## src/rtl/piezo_pkg.sv

```systemverilog
// rtl/piezo_pkg.sv - shared state encoding and default widths for the piezo alert sequencer
package piezo_pkg;

  localparam int DIV_W_DEF = 16;
  localparam int DUR_W_DEF = 24;

  typedef enum logic [1:0] {
    IDLE = 2'd0,
    TONE = 2'd1,
    GAP  = 2'd2
  } state_t;

endpackage

```

## src/rtl/piezo_tone_gen.sv

```systemverilog
// rtl/piezo_tone_gen.sv - half-period counter and toggle flop producing the square-wave tone
module piezo_tone_gen
  import piezo_pkg::*;
#(
  parameter int DIV_W = DIV_W_DEF
) (
  input  logic             clk,
  input  logic             rst,
  input  logic             start,
  input  logic [DIV_W-1:0] half_cnt,
  output logic             tone_out
);

  logic [DIV_W-1:0] r_cnt;
  logic             r_tone;
  logic [DIV_W-1:0] w_lim;

  // A zero half-period behaves like one: toggle every cycle.
  assign w_lim = (half_cnt == '0) ? '0 : half_cnt - DIV_W'(1);

  always_ff @(posedge clk) begin
    if (rst) begin
      r_cnt  <= '0;
      r_tone <= 1'b0;
    end else if (start) begin
      r_cnt  <= '0;
      r_tone <= 1'b1;
    end else if (r_cnt == w_lim) begin
      r_cnt  <= '0;
      r_tone <= ~r_tone;
    end else begin
      r_cnt  <= r_cnt + DIV_W'(1);
    end
  end

  assign tone_out = r_tone;

endmodule

```

## src/rtl/piezo_alert_seq.sv

```systemverilog
// rtl/piezo_alert_seq.sv - prioritised alert arbiter and burst/gap sequencer driving a differential piezo
module piezo_alert_seq
  import piezo_pkg::*;
#(
  parameter int NUM_ALERTS = 3,
  parameter int DIV_W      = DIV_W_DEF,
  parameter int DUR_W      = DUR_W_DEF
) (
  input  logic                        clk,
  input  logic                        rst,
  input  logic                        en,
  input  logic [NUM_ALERTS-1:0]       req,
  input  logic [NUM_ALERTS*DIV_W-1:0] tone_half,
  input  logic [NUM_ALERTS*DUR_W-1:0] on_len,
  input  logic [NUM_ALERTS*DUR_W-1:0] off_len,
  output logic                        piezo,
  output logic                        piezo_n,
  output logic [NUM_ALERTS-1:0]       active,
  output logic                        busy
);

  localparam logic [NUM_ALERTS-1:0] ONE = {{(NUM_ALERTS-1){1'b0}}, 1'b1};

  state_t                r_state;
  state_t                w_state_nxt;
  logic [NUM_ALERTS-1:0] w_elig;
  logic [NUM_ALERTS-1:0] w_win;
  logic [NUM_ALERTS-1:0] r_active;
  logic                  w_any;
  logic                  w_higher;
  logic                  w_cur_elig;
  logic                  w_expire;
  logic                  w_latch;
  logic                  w_clr_cnt;
  logic [DIV_W-1:0]      w_sel_half;
  logic [DUR_W-1:0]      w_sel_on;
  logic [DUR_W-1:0]      w_sel_off;
  logic [DIV_W-1:0]      r_half;
  logic [DUR_W-1:0]      r_on;
  logic [DUR_W-1:0]      r_off;
  logic [DUR_W-1:0]      r_cnt;
  logic                  r_busy;
  logic                  w_tone;
  logic                  w_tone_rst;

  always_comb begin
    w_elig     = '0;
    w_sel_half = '0;
    w_sel_on   = '0;
    w_sel_off  = '0;
    for (int i = 0; i < NUM_ALERTS; i++) begin
      w_elig[i] = req[i] && (on_len[i*DUR_W +: DUR_W] != '0);
    end
    // Isolate the lowest set bit: index 0 has the highest priority.
    w_win = w_elig & (~w_elig + ONE);
    for (int i = 0; i < NUM_ALERTS; i++) begin
      if (w_win[i]) begin
        w_sel_half = tone_half[i*DIV_W +: DIV_W];
        w_sel_on   = on_len[i*DUR_W +: DUR_W];
        w_sel_off  = off_len[i*DUR_W +: DUR_W];
      end
    end
  end

  assign w_any      = |w_elig;
  assign w_cur_elig = |(w_elig & r_active);
  // Bits below the active one-hot bit are exactly the higher-priority channels.
  assign w_higher   = |(w_elig & (r_active - ONE));
  assign w_expire   = (r_state == TONE) ? (r_cnt == r_on - DUR_W'(1))
                                        : (r_cnt == r_off - DUR_W'(1));

  always_comb begin
    w_state_nxt = r_state;
    w_latch     = 1'b0;
    w_clr_cnt   = 1'b0;
    if (!en) begin
      w_state_nxt = IDLE;
    end else begin
      case (r_state)
        IDLE: begin
          if (w_any) begin
            w_state_nxt = TONE;
            w_latch     = 1'b1;
          end
        end
        TONE: begin
          if (w_higher) begin
            w_state_nxt = TONE;
            w_latch     = 1'b1;
          end else if (w_expire) begin
            if (w_cur_elig) begin
              w_state_nxt = GAP;
              w_clr_cnt   = 1'b1;
            end else if (w_any) begin
              w_state_nxt = TONE;
              w_latch     = 1'b1;
            end else begin
              w_state_nxt = IDLE;
            end
          end
        end
        GAP: begin
          if (w_higher) begin
            w_state_nxt = TONE;
            w_latch     = 1'b1;
          end else if (w_expire) begin
            if (w_any) begin
              w_state_nxt = TONE;
              w_latch     = 1'b1;
            end else begin
              w_state_nxt = IDLE;
            end
          end
        end
        default: w_state_nxt = IDLE;
      endcase
    end
  end

  always_ff @(posedge clk) begin
    if (rst) begin
      r_state  <= IDLE;
      r_active <= '0;
      r_busy   <= 1'b0;
      r_half   <= '0;
      r_on     <= '0;
      r_off    <= '0;
      r_cnt    <= '0;
    end else begin
      r_state <= w_state_nxt;
      r_busy  <= (w_state_nxt != IDLE);
      if (w_latch) begin
        r_active <= w_win;
        r_half   <= (w_sel_half == '0) ? DIV_W'(1) : w_sel_half;
        r_on     <= w_sel_on;
        r_off    <= (w_sel_off == '0) ? DUR_W'(1) : w_sel_off;
      end else if (w_state_nxt == IDLE) begin
        r_active <= '0;
      end
      if (w_latch || w_clr_cnt || (w_state_nxt == IDLE)) begin
        r_cnt <= '0;
      end else begin
        r_cnt <= r_cnt + DUR_W'(1);
      end
    end
  end

  // Holding the tone generator in reset outside TONE keeps both legs low in IDLE and GAP.
  assign w_tone_rst = rst || (w_state_nxt != TONE);

  piezo_tone_gen #(
    .DIV_W(DIV_W)
  ) u_tone (
    .clk      (clk),
    .rst      (w_tone_rst),
    .start    (w_latch),
    .half_cnt (r_half),
    .tone_out (w_tone)
  );

  assign piezo   = w_tone;
  assign piezo_n = (r_state == TONE) && !w_tone;
  assign active  = r_active;
  assign busy    = r_busy;

endmodule

```

## config.mk

```make
export PLATFORM = sky130hd
export DESIGN_NAME = piezo_alert_seq
export DESIGN_NICKNAME = d
export VERILOG_FILES = /design/src/rtl/piezo_pkg.sv /design/src/rtl/piezo_tone_gen.sv /design/src/rtl/piezo_alert_seq.sv
export SDC_FILE = /design/constraint.sdc
export NUM_CORES = 1
export LEC_CHECK = 0
export CAP_MARGIN = 20
export CELL_PAD_IN_SITES_DETAIL_PLACEMENT = 2
export CELL_PAD_IN_SITES_GLOBAL_PLACEMENT = 2
export CORE_ASPECT_RATIO = 2
export CORE_MARGIN = 10
export CORE_UTILIZATION = 29
export CTS_BUF_LIST = sky130_fd_sc_hd__clkbuf_8
export DETAILED_ROUTE_END_ITERATION = 6
export PLACE_DENSITY_LB_ADDON = 0.1
export SLEW_MARGIN = 10
export SYNTH_ARGS = -nofsm -noshare
export SYNTH_HDL_FRONTEND = slang
export SYNTH_HIERARCHICAL = 1
export SYNTH_SLANG_ARGS = --single-unit
```

## constraint.sdc

```tcl
create_clock -name clk -period 7.25 [get_ports clk]
set_clock_uncertainty 0.05 [all_clocks]
set_input_delay 1.45 -clock clk [delete_from_list [all_inputs] [get_ports clk]]
set_output_delay 1.45 -clock clk [all_outputs]
set_load 0.05 [all_outputs]
```

==> impl_metrics.ini, run 1 <==
[run_status]
status = complete, no violations

[final_layout]
fillCellCount = 3214
final_util = 0.3849
drive_gt1_frac = 0.06401
layout.nets = 1405
area_delta_synth_final_pct = 31.44

[worst_setup_path]
arrival_ns = 6.05
cp-end-kind = flop
crit_type = flop to flop
worstPathMaxFanout = 34
required_ns = 7.53
crit-reg2reg-capture = active[0]$_SDFFE_PP0P_
critical_path.startpoint = r_state[1]$_SDFF_PP0_
r2r-start = r_state[1]$_SDFF_PP0_
start_kind = flop
rr_worst_depth = 14
reg2reg_slack_ns = 1.48

[clock_network]
ctsHoldBuffers = 0
cts_max_level = 3
cts_resized = 0
cts_buffers = 9
tritoncts = built
path_clk_slew_ns = 0.13
post_cts_buffers = 0
clock-sinks = 111
clock-root-buffer = clkbuf_8
clockBufferDepth = 2
worstSkewPairLatency_ns = 0.45

[floorplan]
ios = 204
die_w_microns = 137.9
dieArea_sq_um = 35290
coreArea_sq_um = 27550
floorplan.initialDensity = 0.2928
dieHeight_microns = 255.9
num_rows = 86

[route]
num_vias = 8660
wl_per_cell_microns = 24.42
drt_wl_total_mm = 38.04
viasPerCell = 5.558
antenna_left = 0
drc = 0
firstDrtPassIters = 5
drtIter0Drc = 261

[timing]
final_max_slew_viol_count = 0
whs_ns = 0.4244
finalSetupTns_ns = 0
rsz0062_at_grt = false
fmax_mhz = 173.3
setup_viol = 0
layout_setup_ws_ns = 1.479
hold_viol = 0
tightest_slew_ns = 1.041
relSlewSlack = 0.3043
final.period_utilization = 0.7961
fin_crit_ns = 5.771

[power]
totalPowerFinal_uw = 1673
p_leak_uw = 0.003668
power_density_nw_per_um2 = 157.8
vdd_drop_max_v = 0.00009014

[synth]
synthArstFlopShare = 0
synthesis.area_sq_um = 8066
synth-seq-cells = 111
yosysWarnings = 6
synth.area.mux_share = 0.08329
netlist_instances = 1038
synth_compound_area_frac = 0.1812
synth.distinct_cells = 79
synth_xor_area_frac = 0.08686
synth_top_cell_area_share = 0.2755
synth_area_leaders = dfxtp_1 28%, nor2_1 9.1%, mux2i_1 8.2%
synthAdderAreaFrac = 0.01396
synth.avg_cell_area_sq_um = 7.771
yosysSeqAreaShare = 0.2755
synth_edf_count = 0
synth_nets = 1245
yosysTopAreaCell = dfxtp_1
synthFlopType = dfxtp_1
synth-simple-area-share = 0.3155
synth_top_family_by_area = simple AND/OR/NAND/NOR gates

[placement]
preCtsSetupSlack_ns = 1.358
dp_hpwl_mm = 31.57
io_buffers = 203
gp_congestion = 0.8534

[global_route]
grt_overflow = 0
grt_pass1_vias = 9581
grt_first_pass_wirelength_mm = 56.95
grt.total_usage = 0.2139
antenna_found_initial = 3
grt_max_degree = 98

[min_path]
worst_hold_startpoint = r_on[22]$_SDFFE_PP0P_
hold_depth = 2
hp-class = flop to flop
whs_endpoint = r_on[22]$_SDFFE_PP0P_

[flow_run]
drv_cap = 0
==> synthesized netlist by cell type, drive strengths merged (10+ instances only) <==
master,n
a21oi,46
a221oi,63
and3,11
buf,20
clkbuf,44
dfxtp,111
inv,21
mux2i,66
nand2,67
nand2b,10
nand3,35
nand4,15
nor2,195
nor3,47
nor4,36
o21ai,20
or3,29
or4,15
xnor2,47
xor2,33
==> placed cells by master (no fill, tap or decap), types with 10 or more instances in the layout <==
| master | n |
|---|---|
| nand3_1 | 34 |
| nand2b_1 | 10 |
| nor3_2 | 18 |
| nor2_1 | 194 |
| xnor2_1 | 47 |
| clkdlybuf4s50_1 | 202 |
| dfxtp_1 | 111 |
| nor4_1 | 35 |
| nand4_1 | 15 |
| a21oi_1 | 45 |
| nor3_1 | 28 |
| or4_1 | 12 |
| nand2_1 | 65 |
| o21ai_0 | 19 |
| inv_1 | 20 |
| mux2i_1 | 66 |
| or3_1 | 28 |
| a221oi_1 | 61 |
| xor2_1 | 33 |
==> sequential cells by signal, summed over array words and instances, names as in the netlist <==
register / flops
r_cnt: 24
busy: 1
r_state: 2
active: 3
u_tone/tone_out: 1
r_half: 16
r_on: 24
u_tone/r_cnt: 16
r_off: 24
==> through the flow <==
step | std cells | cell area (sq um)
after detailed placement | 1539 | 10410
after CTS | 1555 | 10600
after global routing | 1558 | 10600
after floorplan | 1038 | 8066
final | 1558 | 10600
after global placement | 1538 | 10380
==> critical path: stages (launching register included) <==
cell and delay [ns]:
dfxtp_1 0.39, inv_1 0.10, ha_2 0.55, buf_4 0.49, or3b_2 0.54, a222oi_1 0.54, o2111ai_1 0.36, mux2_2 0.36
mux2i_1 0.13, a21oi_1 0.19, nor3_2 0.45, mux2i_1 0.22, o31ai_4 0.76, inv_2 0.20, a31o_1 0.28
==> layer usage <==
metal | wire length, microns | vias up | track usage | share of wire
met1 | 12800 | 4311 | 0.1945 | 0.34
met5 | 0 | - | 0 | 0
li1 | - | 4150 | - | -
met3 | 1008 | 45 | 0.03577 | 0.026
met2 | 22640 | 154 | 0.4278 | 0.60
met4 | 1593 | 0 | 0.09895 | 0.042
==> cell families after synthesis <==
group	after synthesis
and+or+nand+nor	492
AOI/OAI and AO/OA	194
DFF	111
buffers and inverters	85
xor gates and xnor gates	80
muxes	67
adders and majority gates	9
==> final cells by class <==
| class | instances | area (sq um) | share of cell area |
|---|---|---|---|
| inverters | 21 | 78.83 | 0.007434 |
| multi-input cells | 842 | 5532 | 0.5217 |
| flip-flops and latches | 111 | 2222 | 0.2096 |
| well taps | 352 | 440.4 | 0.04154 |
| diodes | 3 | 7.507 | 0.0007080 |
| clock inverters | 7 | 63.81 | 0.006018 |
| repair buffers | 213 | 2135 | 0.2013 |
| clock buffers | 9 | 123.9 | 0.01168 |
==> how the worst max path moves through the flow <==
stage	endpoint	slack, ns	cells past startpoint
2_1_floorplan	u_tone/r_cnt[3]$_SDFF_PP0_	2.01	24
3_3_place_gp	r_half[0]$_SDFFE_PP0P_	1.36	11
3_5_place_dp	r_half[0]$_SDFFE_PP0P_	1.36	11
4_1_cts	r_cnt[5]$_SDFF_PP0_	1.41	14
5_1_grt	r_cnt[2]$_SDFF_PP0_	1.10	14
6_report	active[0]$_SDFFE_PP0P_	1.48	14
==> report_power, final <==
| group | internal (uW) | switching [uW] |
|---|---|---|
| clock | 131 | 257 |
| combinational | 270 | 325 |
| sequential | 640 | 48.6 |
Power figures use the tool's default switching activity.
==> run 2: changes to the inputs <==
--- a/config.mk
+++ b/config.mk
@@ -10,7 +10,7 @@
 export CELL_PAD_IN_SITES_GLOBAL_PLACEMENT = 2
 export CORE_ASPECT_RATIO = 2
 export CORE_MARGIN = 10
-export CORE_UTILIZATION = 29
+export CORE_UTILIZATION = 26
 export CTS_BUF_LIST = sky130_fd_sc_hd__clkbuf_8
 export DETAILED_ROUTE_END_ITERATION = 6
 export PLACE_DENSITY_LB_ADDON = 0.1
==> constraint.sdc (replaced) <==
create_clock -name clk -period 4.6 [get_ports clk]
set_clock_uncertainty 0.05 [all_clocks]
set_input_delay 0.92 -clock clk [delete_from_list [all_inputs] [get_ports clk]]
set_output_delay 0.92 -clock clk [all_outputs]
set_load 0.05 [all_outputs]
==> run 2 against run 1 <==
Against the previous run:
- first-iteration DRC count up 38%
- setup slack got worse by 1.3 ns
- clock power grew 83%
- critical path type unchanged
- cell count grew 4.9%
- critical path depth rose by 1
- sequential share of layout area is 1.2 points lower
- combinational power is 78% higher
- largest cell class unchanged
- sequential power up 57%
- die area is 10% higher
- worst hold slack got worse by 0.010 ns
- final area increased by 6.3%
==> impl_metrics.ini, run 2 (synthesized netlist as in run 1, its figures left out) <==
[run_status]
status = complete, no violations

[floorplan]
coreArea_sq_um = 30740
num_rows = 91
floorplan.initialDensity = 0.2624
dieHeight_microns = 269.1
die_w_microns = 144.6
ios = 204
dieArea_sq_um = 38900

[timing]
final_max_slew_viol_count = 0
relSlewSlack = 0.5147
tightest_slew_ns = 0.7279
setup_viol = 0
finalSetupTns_ns = 0
fin_crit_ns = 4.416
fmax_mhz = 226.5
final.period_utilization = 0.9600
hold_viol = 0
layout_setup_ws_ns = 0.1842

[placement]
preCtsSetupSlack_ns = -0.2385
placed_cell_area_sq_um = 10940
io_buffers = 203
gp_congestion = 0.9587
dp_hpwl_mm = 33.92

[global_route]
antenna_found_initial = 2
grt_max_degree = 73
grt_first_pass_wirelength_mm = 60.15
grt_overflow = 0
grt_pass1_vias = 9991
grt.total_usage = 0.2053

[final_layout]
stdcell_area_sq_um = 11270
reg_top3 = r_cnt: 24 flops, r_off: 24 flops, r_on: 24 flops
layout_commonest_cell = clkdlybuf4s50_1
area_delta_synth_final_pct = 39.66
final_cell_mix = 202 x clkdlybuf4s50_1, 193 x nor2_1, 109 x dfxtp_1
drive_gt1_frac = 0.1182
layout.nets = 1463

[worst_setup_path]
start_kind = flop
cp-end-kind = flop
reg2reg_slack_ns = 0.18
crit-reg2reg-capture = u_tone/r_cnt[8]$_SDFF_PP0_
worstPathMaxFanout = 8
r2r-start = r_state[1]$_SDFF_PP0_
crit_type = flop to flop
arrival_ns = 4.75
rr_worst_depth = 15
required_ns = 4.93

[route]
viasPerCell = 5.514
num_vias = 9015
wl_per_cell_microns = 24.84
antenna_left = 0
drc = 0
drt_wl_total_mm = 40.62
drtIter0Drc = 360
firstDrtPassIters = 4

[clock_network]
tritoncts = built
clockBufferDepth = 2
cts_buffers = 9
clock-sinks = 111
clock-root-buffer = clkbuf_8
worstSkewPairLatency_ns = 0.44
cts_max_level = 3
path_clk_slew_ns = 0.11

[min_path]
hp-class = flop to flop
hold_depth = 2
whs_endpoint = r_on[22]$_SDFFE_PP0P_
worst_hold_startpoint = r_on[22]$_SDFFE_PP0P_

[power]
power_density_nw_per_um2 = 252.7
vdd_drop_max_v = 0.0001461
p_leak_uw = 0.004013

[flow_run]
drv_cap = 0
## run 2: changes by cell type in the layout (fill, tap and decap cells not counted), moves of 2 or more
cell,delta
buf_4,+50
buf_12,+7
mux2i_1,-3
mux2i_2,+3
bufinv_16,+2
dfxtp_1,-2
ha_4,+2
## run 2: layout make-up
cell class / instances / area, sq um
multi-input combinational: 843 / 5634
sequential: 111 / 2227
clock buffer: 10 / 137.6
timing repair buffer: 270 / 2628
tap: 372 / 465.4
inverter: 21 / 78.83
clock inverter: 6 / 90.09
antenna: 2 / 5.005
fill: 3562 / 19480
## run 2: through the flow
stage                     power, uW  instances  utilization  hold slack [ns]
after global routing           3008       1635       0.3665           0.4306
after CTS                      2874       1629       0.3633           0.4186
after global placement         2120       1613       0.3559           0.3928
after floorplan                1642       1038            -           0.3815
final                          2847       1635       0.3665           0.4142
after detailed placement       2142       1613       0.3559           0.4039
## run 2: worst max path at each step
stage                                      from                           to  slack, ns  cells past startpoint
after detailed placement             on_len[66]        r_off[1]$_SDFFE_PP0P_      -0.24                     13
after floorplan           r_state[1]$_SDFF_PP0_   u_tone/r_cnt[3]$_SDFF_PP0_       0.08                     24
after global placement               on_len[66]        r_off[1]$_SDFFE_PP0P_      -0.30                     13
final                     r_state[1]$_SDFF_PP0_   u_tone/r_cnt[8]$_SDFF_PP0_       0.18                     15
after global routing      r_state[1]$_SDFF_PP0_  u_tone/r_cnt[14]$_SDFF_PP0_      -0.03                     15
after CTS                 r_state[1]$_SDFF_PP0_  u_tone/r_cnt[14]$_SDFF_PP0_       0.07                     17
## run 2: critical path, cell delays in order (launching register included)
cell       delay, ns
dfxtp_4         0.38
inv_2           0.08
ha_4            0.23
or4b_4          0.51
or4_1           0.56
a21o_1          0.23
or4_4           0.45
a2111oi_4       0.37
nand4_1         0.18
nor4_2          0.35
o2bb2ai_2       0.17
o21a_1          0.16
nand2b_1        0.11
nor2_4          0.19
o31ai_4         0.18
nor2_1          0.15
## run 2: what timing repair did
action | 4_1_cts | 5_1_grt
endpoints found under the setup margin | 0 | 55
hold buffers | 0 | 0
endpoints found under the hold margin | 0 | 0
resized for setup | 0 | 12
buffers inserted | 0 | 3
## run 2: where the power goes
group          internal [uW]  leakage [uW]  switching (uW)
clock                    324      0.000113             387
sequential              1010      0.000907            71.2
combinational            491       0.00299             566
total                   1820       0.00401            1020
## run 2: per-layer routing
| layer | share of wire | routed length (microns) | track usage |
|---|---|---|---|
| met5 | 0 | 0 | 0 |
| met4 | 0.059 | 2401 | 0.1170 |
| met3 | 0.024 | 963 | 0.02641 |
| met2 | 0.59 | 24110 | 0.4151 |
| met1 | 0.32 | 13140 | 0.1808 |
